## src/rtl/sync_fifo.sv

```systemverilog
`default_nettype none
// ============================================================================
// Module : sync_fifo
// Single-clock FIFO with count-derived flags, error pulses and a build-time
// choice of registered-read or first-word-fall-through output.
// Rev    : 1.0
// ============================================================================
module sync_fifo #(
    parameter int DATA_WIDTH = 8,
    parameter int DEPTH      = 16,
    parameter int AF_LEVEL   = DEPTH - 1,
    parameter int AE_LEVEL   = 1,
    parameter int FWFT       = 0,
    parameter int CW         = $clog2(DEPTH + 1)
) (
    input  logic                  clk,
    input  logic                  reset,
    input  logic                  wr_en,
    input  logic [DATA_WIDTH-1:0] wr_data,
    output logic                  wr_ready,
    input  logic                  rd_en,
    output logic                  rd_val,
    output logic [DATA_WIDTH-1:0] rd_data,
    output logic [CW-1:0]         count,
    output logic                  almost_full,
    output logic                  almost_empty,
    output logic                  overflow,
    output logic                  underflow
);

    localparam int              c_PW        = $clog2(DEPTH);
    localparam logic [c_PW-1:0] c_PTR_LAST  = c_PW'(DEPTH - 1);
    localparam logic [CW-1:0]   c_CNT_FULL  = CW'(DEPTH);

    logic [DATA_WIDTH-1:0] r_mem [DEPTH];
    logic [c_PW-1:0]       r_head;
    logic [c_PW-1:0]       r_tail;
    logic [CW-1:0]         r_count;
    logic                  r_overflow;
    logic                  r_underflow;

    logic                  w_full;
    logic                  w_empty;
    logic                  w_wr_acc;
    logic                  w_rd_acc;
    logic [c_PW-1:0]       w_head_nxt;
    logic [c_PW-1:0]       w_tail_nxt;

    // Full/empty come from the occupancy counter only, so any DEPTH works.
    assign w_full   = (r_count == c_CNT_FULL);
    assign w_empty  = (r_count == '0);

    // A request in the reset cycle is dropped entirely.
    assign w_wr_acc = wr_en && !w_full  && !reset;
    assign w_rd_acc = rd_en && !w_empty && !reset;

    // Explicit wrap at DEPTH-1; never rely on binary overflow.
    assign w_head_nxt = (r_head == c_PTR_LAST) ? '0 : r_head + 1'b1;
    assign w_tail_nxt = (r_tail == c_PTR_LAST) ? '0 : r_tail + 1'b1;

    always_ff @(posedge clk) begin
        if (w_wr_acc) begin
            r_mem[r_tail] <= wr_data;
        end
    end

    always_ff @(posedge clk) begin
        if (reset) begin
            r_head <= '0;
            r_tail <= '0;
        end else begin
            if (w_wr_acc) begin
                r_tail <= w_tail_nxt;
            end
            if (w_rd_acc) begin
                r_head <= w_head_nxt;
            end
        end
    end

    always_ff @(posedge clk) begin
        if (reset) begin
            r_count <= '0;
        end else if (w_wr_acc && !w_rd_acc) begin
            r_count <= r_count + 1'b1;
        end else if (!w_wr_acc && w_rd_acc) begin
            r_count <= r_count - 1'b1;
        end
    end

    always_ff @(posedge clk) begin
        if (reset) begin
            r_overflow  <= 1'b0;
            r_underflow <= 1'b0;
        end else begin
            r_overflow  <= wr_en && w_full;
            r_underflow <= rd_en && w_empty;
        end
    end

    assign wr_ready     = !w_full;
    assign rd_val       = !w_empty;
    assign count        = r_count;
    assign almost_full  = (int'(r_count) >= AF_LEVEL);
    assign almost_empty = (int'(r_count) <= AE_LEVEL);
    assign overflow     = r_overflow;
    assign underflow    = r_underflow;

    generate
        if (FWFT != 0) begin : g_fwft
            // Head word is presented directly; rd_en only acknowledges it.
            assign rd_data = r_mem[r_head];
        end else begin : g_reg_read
            logic [DATA_WIDTH-1:0] r_rd_data;

            always_ff @(posedge clk) begin
                if (reset) begin
                    r_rd_data <= '0;
                end else if (w_rd_acc) begin
                    r_rd_data <= r_mem[r_head];
                end
            end

            assign rd_data = r_rd_data;
        end
    endgenerate

endmodule
`default_nettype wire

```

## config.mk

```make
export PLATFORM = sky130hd
export DESIGN_NAME = sync_fifo
export DESIGN_NICKNAME = d
export VERILOG_FILES = /design/src/rtl/sync_fifo.sv
export SDC_FILE = /design/constraint.sdc
export NUM_CORES = 1
export LEC_CHECK = 0
export BUFFER_PORTS_ARGS = -buffer_cell sky130_fd_sc_hd__buf_2
export CAP_MARGIN = 25
export CORE_MARGIN = 2
export CORE_UTILIZATION = 30
export DETAILED_ROUTE_END_ITERATION = 12
export PLACE_DENSITY = 0.53
export SYNTH_ARGS = -nofsm -noshare
export SYNTH_HDL_FRONTEND = slang
export SYNTH_SLANG_ARGS = --single-unit
export TNS_END_PERCENT = 20
```

## constraint.sdc

```tcl
create_clock -name clk -period 2.8 [get_ports clk]
set_clock_uncertainty 0.1 [all_clocks]
set_input_delay 0.56 -clock clk [delete_from_list [all_inputs] [get_ports clk]]
set_output_delay 0.56 -clock clk [all_outputs]
set_load 0.01 [all_outputs]
```

; Word level (Yosys, flattened, before mapping)
; Memories as Yosys holds them, arrays and structs flattened. A register that Yosys moved wholly into a read port is not among the register bits.
; Cells that the tools add are included.
[op_classes]
n_reduce_logical = 15
magnitude_cmp = 2
n_eq_ne = 3
muxes = 6
addsub = 4
[ops]
columns = op, n
row1 = 5-bit 2-to-1 mux, 2
row2 = "4-bit by 1-bit adder with 4-bit output, second input constant", 2
row3 = "4-bit == test, second input constant", 2
row4 = 1-bit logical AND, 8
row5 = 4-bit 2-to-1 mux, 2
row6 = "5-bit by 1-bit adder with 5-bit output, second input constant", 1
row7 = "5-bit == test, second input constant", 1
row8 = "5-bit by 4-bit >= comparator with 1-bit output, second input constant", 1
row9 = "5-bit by 1-bit <= comparator with 1-bit output, second input constant", 1
row10 = 1-bit zero test, 5
row11 = 5-bit zero test, 1
row12 = "5-bit by 1-bit subtractor with 5-bit output, second input constant", 1
row13 = 1-bit 2-to-1 mux, 2
row14 = 2-bit nonzero test, 1
[word_totals]
mem_bits_rw = 128
n_memories = 1
word_cells = 36
ff_bits = 15
[memory_table]
columns = name, depth, width, rd, rd_ports_with_merged_regs, wr, line_no
row1 = r_mem, 16, 8, 1, 1, 1, 35  ; logic [DATA_WIDTH-1:0] r_mem [DEPTH];

; Longest topological paths before layout
; Gate-level depths: netlist of run 1.
[logic_depth]
word_depth = 8
mapped_depth = 13

; Worst setup path after synthesis of run 1
; OpenSTA, ideal clock, no wires.
[synth_timing]
path_kind = register to register
from = reg r_count[0], in the netlist count[0]
to = reg r_count[3], in the netlist count[3]
period_less_slack_ns = 2.732
path_slack_ns = 0.068
stages_incl_launch_ff = 14
setup_time_ns = 0.128
t_arrival_ns = 2.504
path_cell_list = dfxtp_1 > inv_1 > ha_1 > or4b_4 > and2_4 > buf_6 > buf_2 > inv_2 > ha_1 > clkbuf_1 > or4_1 > a21oi_1 > xnor2_1 > nor2_1
[synth_via]
elab_chain_cells = 7
word_cells_on_any_way = 17
classes_between = add/sub (2) / eq/ne (1) / mux (2) / reduce/logical (12)
[synth_rtl]
columns = element, line_no
row1 = "start, declared", 38  ; logic [CW-1:0] r_count;
row2 = "start signal, assigned", 85  ; r_count <= r_count + 1'b1;
row3 = "start signal, assigned", 87  ; r_count <= r_count - 1'b1;
row4 = 5-bit zero test *, 51  ; assign w_empty = (r_count == '0);
row5 = 1-bit zero test *, n/a
row6 = net rd_val, 22  ; output logic rd_val,
row7 = 1-bit logical AND * (2 in series), 55  ; assign w_rd_acc = rd_en && !w_empty && !reset;
row8 = 1-bit zero test, 84  ; end else if (w_wr_acc && !w_rd_acc) begin
row9 = 1-bit logical AND, 84
row10 = 5-bit 2-to-1 mux or 2-bit nonzero test (tied branches), n/a
; Mark *: on every way through the listed nets, which the timed path passes. The rest lies on a longest branch. The select of a mux whose other input is x is not followed.
; A chain may end at the register's enable or synchronous reset.

; Worst setup path in the final report of run 1
[layout_timing]
from = reg r_count[0], in the netlist count[0]
to = reg r_count[3], in the netlist count[3]
[layout_via]
elab_chain_cells = 7
word_cells_on_any_way = 17
classes_between = add/sub (2) / eq/ne (1) / mux (2) / reduce/logical (12)
[layout_rtl]
columns = element
row1 = "parallel branches: the longest is 7 deep, another holds 5-bit by 1-bit subtractor with 5-bit output"
; Several ways; the timed one is not identified. The select of a mux whose other input is x is not followed.

==> flow_summary.toml, run 1 <==
[outcome]
status = "completed"

[routing]
num_vias = 3284
ant_nets = 0
met1Wirelength_mm = 5.33
vias_per_cell = 4.68
drt-initial-drc-count = 242
drt_wl_total_mm = 12.3
avgRoutedWirePerCell_um = 17.5
met3_length_um = 668
drt_pre_antenna_iters = 4
drc_errors = 0
topRoutingLayerUsed = "met4"
route.met2.wl_mm = 6.18

[setup_path]
path_buf_inv = 2
crit_type = "reg2reg"
cp_common_cell = "ha_1"
cp_cell_sequence = "inv_1 -> ha_1 -> or4b_4 -> and2_4 -> inv_2 -> ha_1 -> or4_1 -> a21oi_1 -> xnor2_1 -> nor2_1"
critical_path.top_delay_family = "simple AND/OR/NAND/NOR gates"
cp-end-kind = "flip-flop"
startpoint_type = "flip-flop"
cp_max_fo = 9
critPathSlowestCell = "dfxtp_1"
cp_data_required_time_ps = 3000
worstPathArrival_ps = 2660
max_stage_delay_ps = 480

[synthesis]
syn-cell-area_um2 = 6100
yosys-top-cells-area = "edfxtp_1 (63%), mux4_2 (8.9%), dfxtp_1 (7.6%)"
ys_seq_elements = 151
synth_edf_count = 128
async_flop_share_pct = 0
synthFlopType = "edfxtp_1"
synth_cells = 365
synth_top_area_share_pct = 63.1
synth_nets = 388
seq_area_frac_synth_pct = 70.6
synth.avg_cell_area_um2 = 16.7
netlist-cell-type-count = 43
yosys_warnings = 0
synth_top_area_cell = "edfxtp_1"

[layout]
finalInstanceArea_um2 = 7240
num-nets-final = 442
post-route-util_pct = 36.0
drive_gt1_share_pct = 28.2
diodes = 0
instances_no_fill = 702
synthToLayoutAreaGrowth_pct = 18.8

[clock_tree]
cts-root-buf = "clkbuf_16"
htreeDepth = 4
postCtsSetupBuffers = 0
ctsResizeCount = 0
cts_buffers = 17
cts-hold-fix-buffers = 0
cts_tree = "yes"
clk_pin_slew_ps = 60
clkLatencyLatePin_ps = 410
cts_buffer_depth = 2
cts.sinks = 151

[power_and_ir_drop]
p_leak_nw = 2.39
powerDensity_nw_per_um2 = 819
ir_drop_v = 0.000488

[sta]
worst_pin_slew_ps = 485
grt_setup_unrepaired = "false"
min_period_ps = 2460
hold_violations = 0
whs_ps = 299
max_freq_mhz = 407
fin_setup_tns_ps = 0
setup_violations = 0
slew_viol_final = 0
slew_headroom_pct = 67.6
final.period_utilization_pct = 87.8

[floorplan]
start_util_pct = 30.3
coreArea_um2 = 20100
die_w_um = 147
io_pins = 31
die_h_um = 147
row_count = 52
die-area_um2 = 21500

[global_routing]
grt_pass1_vias = 3367
grt_pass1_wl_mm = 19.3
grt_overflow = 0
antenna_found_initial = 0
groute.usage.overall_pct = 12.1
grt_max_degree = 30

[run]
maxCapViolations = 0

[place]
detailed_place.area_um2 = 6670
post-place-cells = 670
io_buffers = 30
gp_congestion = 0.769
hpwl_mm = 8.34

[min_path]
hp-class = "in2reg"
-- path summary, 6_finish.rpt --
path                   from         to  slack, ps  depth (start not counted)
hold / removal        reset   count[3]        300                          2
setup reg to reg   count[0]   count[3]        340                         10
setup / recovery   count[0]   count[3]        340                         10
hold reg to reg   r_head[2]  r_head[2]        420                          2
-- cell families (layout without fill, tap and decap cells) --
group | Yosys count | count (layout) | synth area share (%)
and+or+nand+nor | 69 | 69 | 5.52
buffers and inverters | 29 | 96 | 2.44
DFF | 151 | 151 | 70.6
xor gates and xnor gates | 5 | 5 | 0.718
AOI/OAI and AO/OA | 49 | 49 | 4.99
muxes | 51 | 51 | 13.5
adders and majority gates | 11 | 11 | 2.26
-- per-stage QoR --
step | setup slack, ps | power [W]
floorplan | 68.4 | 0.00347
global placement | 403 | 0.00381
detailed placement | 348 | 0.00382
CTS | 331 | 0.00600
global route | 157 | 0.00621
finish | 341 | 0.00593
-- cells in the final DEF, fill, tap and decap left out, types with 11 or more instances in the layout --
cell | synthesis | layout
buf_4 | 3 | 25
mux4_2 | 24 | 24
nor2_1 | 26 | 26
edfxtp_1 | 128 | 128
nand2_1 | 18 | 18
mux2i_1 | 19 | 19
clkbuf_16 | 0 | 17
a21oi_1 | 15 | 15
buf_2 | 5 | 30
ha_1 | 11 | 11
a31oi_1 | 18 | 18
dfxtp_1 | 23 | 22
-- cell usage after synthesis, types with 3 or more instances --
| cell | count |
|---|---|
| a21oi_1 | 15 |
| a31oi_1 | 18 |
| buf_2 | 5 |
| buf_4 | 3 |
| buf_6 | 3 |
| clkbuf_1 | 8 |
| dfxtp_1 | 23 |
| edfxtp_1 | 128 |
| ha_1 | 11 |
| inv_1 | 5 |
| mux2_2 | 8 |
| mux2i_1 | 19 |
| mux4_2 | 24 |
| nand2_1 | 18 |
| nand2b_1 | 3 |
| nand4_1 | 4 |
| nor2_1 | 26 |
| nor2b_1 | 3 |
| nor3_1 | 5 |
| o22ai_1 | 8 |
| xor2_1 | 4 |
-- per-layer routing --
| metal | vias to the layer above | track usage [%] |
|---|---|---|
| met1 | 1671 | 15.5 |
| met3 | 6 | 3.47 |
| met2 | 70 | 20.1 |
| met5 | - | 0 |
| li1 | 1537 | - |
| met4 | 0 | 3.35 |
-- sequential cells by signal, summed over array words and instances, names as in the netlist --
signal,count
count,5
r_mem,128
rd_data,8
r_tail,4
overflow,1
underflow,1
r_head,4
-- report_power, final --
group | leakage (nW) | internal (W) | switching (W)
registers | 1.34 | 0.00257 | 0.000139
logic | 0.771 | 0.000508 | 0.000538
clock network | 0.275 | 0.00131 | 0.000867
-- cell type report --
cell class              instances  area [µm²]
multi-input cells             185        1640
well taps                     270         338
clock buffers                  20         437
repair buffers                 56         358
inverters                       8        30.0
fillers                      1909       12900
clock inverters                12         130
flip-flops and latches        151        4310
Power figures use the tool's default switching activity.
==> inputs of run 2 (changes only) <==
BUFFER_PORTS_ARGS = unset   (was -buffer_cell sky130_fd_sc_hd__buf_2)
DONT_BUFFER_PORTS = 1   (was unset)
PLACE_DENSITY = unset   (was 0.53)
==> run 2 against run 1 <==
Effect of this change: sequential cell count unchanged; largest cell class unchanged; sequential power grew 1%; largest power group unchanged; register-to-register slack is essentially flat; clock-buffer cell count is 2 lower; cell count fell by 3.0%; first-iteration DRC count up 12%; clock power grew 6%; final area is 0.85% lower; hold slack lost 200 ps.
==> flow_summary.toml, run 2 (synthesized netlist as in run 1, its figures left out) <==
[global_routing]
groute.usage.overall_pct = 12.3
grt_overflow = 0
met2_usage_pct = 19.5
grt_pass1_wl_mm = 19.5
antenna_found_initial = 0
use_met1_pct = 15.5
grt_max_degree = 25
met3_usage_pct = 4.66
top_usage_layer = "met2"
grt_pass1_vias = 3358

[sta]
fin_setup_tns_ps = 0
worst_pin_slew_ps = 435
slew_viol_final = 0
grt_setup_unrepaired = "false"
hold_violations = 0
slew_headroom_pct = 70.9
final.period_utilization_pct = 88.3
max_freq_mhz = 404
setup_violations = 0
min_period_ps = 2470

[floorplan]
die-area_um2 = 21500
die_w_um = 147
row_count = 52
start_util_pct = 30.3
io_pins = 31
die_h_um = 147
coreArea_um2 = 20100

[place]
hpwl_mm = 8.82
io_buffers = 0
post-place-cells = 649
gp_congestion = 0.815

[layout]
instances_no_fill = 681
final_common_cell = "edfxtp_1"
num-nets-final = 421
top_register = "r_mem"
diodes = 0
synthToLayoutAreaGrowth_pct = 17.8
largest_register_ffs = 128
drive_gt1_share_pct = 24.8
final_cell_mix = "edfxtp_1 (128), buf_4 (35), nor2_1 (26)"

[clock_tree]
postCtsSetupBuffers = 0
htreeDepth = 4
ctsResizeCount = 0
cts_buffer_depth = 2
cts-root-buf = "clkbuf_16"
cts-hold-fix-buffers = 0
cts_buffers = 17
clkLatencyLatePin_ps = 420
cts_tree = "yes"
clk_pin_slew_ps = 60
cts.sinks = 151

[outcome]
status = "completed"

[setup_path]
cp_cell_sequence = "inv_1 -> ha_1 -> nand4bb_1 -> nor2b_1 -> ha_1 -> or4_1 -> a21oi_1 -> xnor2_1 -> nor2_1"
startpoint_type = "flip-flop"
critical_path.top_delay_family = "simple AND/OR/NAND/NOR gates"
critPathSlowestCell = "or4_1"
path_buf_inv = 1
cp_common_cell = "ha_1"
worstPathArrival_ps = 2690
crit_cells = 9
worstRegToRegCells = 9
max_stage_delay_ps = 430
cp_data_required_time_ps = 3020
r2r-end = "count[3]"
rrSetupSlack_ps = 330
cp-end-kind = "flip-flop"
cp_max_fo = 7
crit_type = "reg2reg"
endpoint = "count[3]"
r2r-start = "count[1]"
cp-startpoint = "count[1]"

[power_and_ir_drop]
ir_drop_v = 0.000444
powerDensity_nw_per_um2 = 831
p_leak_nw = 2.31

[routing]
num_vias = 3249
vias_per_cell = 4.77
drc_errors = 0
ant_nets = 0
avgRoutedWirePerCell_um = 18.5
drt_pre_antenna_iters = 5
drt_wl_total_mm = 12.6
drt-initial-drc-count = 270

[min_path]
hp-class = "in2reg"

[run]
maxCapViolations = 0
run 2: cell type report:
cell class	count	area, µm²
fill	1893	12900
sequential	151	4310
multi-input combinational	185	1640
clock buffer	18	429
tap	270	338
timing repair buffer	35	263
clock inverter	14	171
inverter	8	30.0
run 2: worst min path at each step:
stage / slack (ps) / cells after the start / start / end
finish: 100 / 1 / reset / count[3]
global route: 90 / 1 / reset / count[3]
CTS: 90 / 1 / reset / r_head[3]
detailed placement: 460 / 2 / rd_data[3] / rd_data[3]
global placement: 460 / 2 / r_tail[1] / r_tail[1]
floorplan: 430 / 2 / r_tail[1] / r_tail[1]
run 2: power by group:
| group | total (W) | leakage, nW | internal, W | switching, W |
|---|---|---|---|---|
| Clock | 0.00230 | 0.283 | 0.00141 | 0.000891 |
| Sequential | 0.00274 | 1.34 | 0.00257 | 0.000170 |
| Combinational | 0.000929 | 0.682 | 0.000437 | 0.000492 |
| Total | 0.00596 | 2.31 | 0.00441 | 0.00155 |
run 2: worst register-to-register path, stage by stage, from the launching register on:
cell,delay (ps)
dfxtp_1,310
inv_1,100
ha_1,180
nand4bb_1,300
nor2b_1,260
ha_1,290
or4_1,430
a21oi_1,200
xnor2_1,140
nor2_1,50
run 2: per-layer routing:
metal,vias to the layer above,routed length [µm]
li1,1500,-
met1,1662,5520
met2,74,6130
met3,13,804
met4,0,176
met5,-,0
run 2: through the flow:
step	power (W)	utilization [%]	worst slack [ps]	instance area [µm²]	hold slack (ps)
3_3_place_gp	0.00369	32.7	476	6580	462
2_1_floorplan	0.00347	-	68.4	6100	430
5_1_grt	0.00621	35.7	219	7180	85.3
3_5_place_dp	0.00372	32.7	373	6580	461
4_1_cts	0.00602	35.7	353	7180	85.1
6_report	0.00596	35.7	327	7180	103
==> inputs of run 3 (changes only) <==
CORE_MARGIN = unset   (was 2)
CTS_CLUSTER_DIAMETER = 150   (was unset)
clock period = 2.2 ns   (was 2.8 ns; I/O delays follow)
==> run 3 against run 2 <==
Effect of this change: critical path depth decreased by 3; clock power increased by 18%; sequential share of layout area decreased by 2.9 points; cell count increased by 4.0%; register-to-register slack got worse by 260 ps; sequential power increased by 25%; first-iteration DRC count increased by 16%; clock-buffer cell count decreased by 1; core utilization increased by 2.6 points; total power increased by 29%; via count increased by 6.0%; sequential cell count unchanged; critical path type is now reg2out; largest cell class unchanged; largest power group unchanged; highest routed layer unchanged.
==> flow_summary.toml, run 3 (synthesized netlist as in run 1, its figures left out) <==
[layout]
final_cell_mix = "edfxtp_1 (128), buf_4 (38), nor2_1 (26)"
synthToLayoutAreaGrowth_pct = 23.9
drive_gt1_share_pct = 28.0
instances_no_fill = 708
largest_register_ffs = 128
num-nets-final = 453
diodes = 0
finalInstanceArea_um2 = 7550
final_common_cell = "edfxtp_1"
top_register = "r_mem"

[floorplan]
die_h_um = 145
row_count = 51
coreArea_um2 = 19700
die-area_um2 = 20900
start_util_pct = 30.9
io_pins = 31
die_w_um = 145

[power_and_ir_drop]
p_leak_nw = 2.47
powerDensity_nw_per_um2 = 1020
ir_drop_v = 0.000616
totalPowerFinal_w = 0.00767

[global_routing]
grt_max_degree = 25
grt_pass1_vias = 3531
grt_overflow = 0
groute.usage.overall_pct = 14.0
antenna_found_initial = 0
grt_pass1_wl_mm = 20.5

[sta]
grt_setup_unrepaired = "true"
slew_viol_final = 0
slew_headroom_pct = 66.3
fin_ws_ps = 49.2
min_period_ps = 2150
max_freq_mhz = 465
hold_violations = 0
final.period_utilization_pct = 97.8
setup_violations = 0
worst_pin_slew_ps = 504

[setup_path]
startpoint_type = "flip-flop"
r2r-end = "count[2]"
cp-startpoint = "count[1]"
r2r-start = "count[1]"
cp_max_fo = 7
worstPathArrival_ps = 1610
rrSetupSlack_ps = 70
cp-end-kind = "primary output"
crit_type = "reg2out"
endpoint = "almost_full"
worstRegToRegCells = 8
cp_data_required_time_ps = 1660

[clock_tree]
clkLatencyLatePin_ps = 420
cts_buffers = 17
htreeDepth = 4
cts_buffer_depth = 2
cts.sinks = 151
cts-root-buf = "clkbuf_16"
clk_pin_slew_ps = 60
cts_tree = "yes"

[routing]
drt-initial-drc-count = 312
ant_nets = 0
avgRoutedWirePerCell_um = 19.2
vias_per_cell = 4.86
drc_errors = 0
drt_wl_total_mm = 13.6
num_vias = 3444
drt_pre_antenna_iters = 4

[outcome]
status = "completed"

[place]
post-place-cells = 650
gp_congestion = 0.822
detailed_place.area_um2 = 6680
io_buffers = 0
hpwl_mm = 8.54
post-place-ws_ps = 17.0

[min_path]
hold_depth = 2
hp-class = "in2reg"

[run]
maxCapViolations = 0
==> run 3: changes by cell type in the layout (fill, tap and decap cells not counted), sizes merged <==
cell         previous run  this run
clkbuf                 18        17
bufinv                  3         0
clkinv                  5         9
buf                    35        42
inv                    10        14
clkinvlp                4         0
dlygate4sd3             0        25
==> run 3: cell type report <==
cell class              instances  area [µm²]
well taps                     265         332
flip-flops and latches        151        4310
inverters                       8        35.0
repair buffers                 67         602
fillers                      1801       12200
multi-input cells             185        1710
clock inverters                15         138
clock buffers                  17         425
==> run 3: where the power goes <==
part / internal, W / switching [W] / total [W]
clock: 0.00149 / 0.00122 / 0.00271
combinational: 0.000729 / 0.000816 / 0.00155
sequential: 0.00327 / 0.000147 / 0.00342
total: 0.00549 / 0.00218 / 0.00767
==> run 3: metal layers <==
layer,GRT usage (%),vias to the layer above,wire [µm]
met5,0,-,0
met4,5.21,0,124
met3,3.58,8,726
met2,21.8,98,6390
met1,18.8,1764,6320
li1,-,1574,-
==> run 3: critical path, stage by stage (launching register included) <==
cell     delay, ps
dfxtp_4        350
buf_6          140
ha_4           160
and3_1         180
ha_1           180
nor2_1         100
nand2_1        100
==> run 3: metrics by stage <==
stage,hold slack [ps],util (%),setup TNS (ps)
after global routing,98.0,38.3,-27.7
after global placement,407,33.9,0
final,123,38.3,0
after detailed placement,411,33.9,0
after CTS,0.146,37.8,-3.71
after floorplan,406,-,-843
==> run 3: what timing repair did <==
| action | CTS | global route |
|---|---|---|
| setup buffers | 0 | 1 |
| endpoints found under the hold margin | 76 | 31 |
| endpoints found under the setup margin | 2 | 9 |
| pin swaps | 1 | 5 |
| resized for setup | 3 | 8 |
| hold buffers | 20 | 5 |
==> run 3: worst min path at each step <==
stage / startpoint / slack [ps] / to
after detailed placement: reset / 410 / count[0]
after floorplan: reset / 410 / r_head[3]
after global placement: reset / 410 / count[1]
final: wr_en / 120 / overflow
after CTS: wr_data[1] / 0.1 / r_mem[2][1]
after global routing: wr_en / 100 / overflow
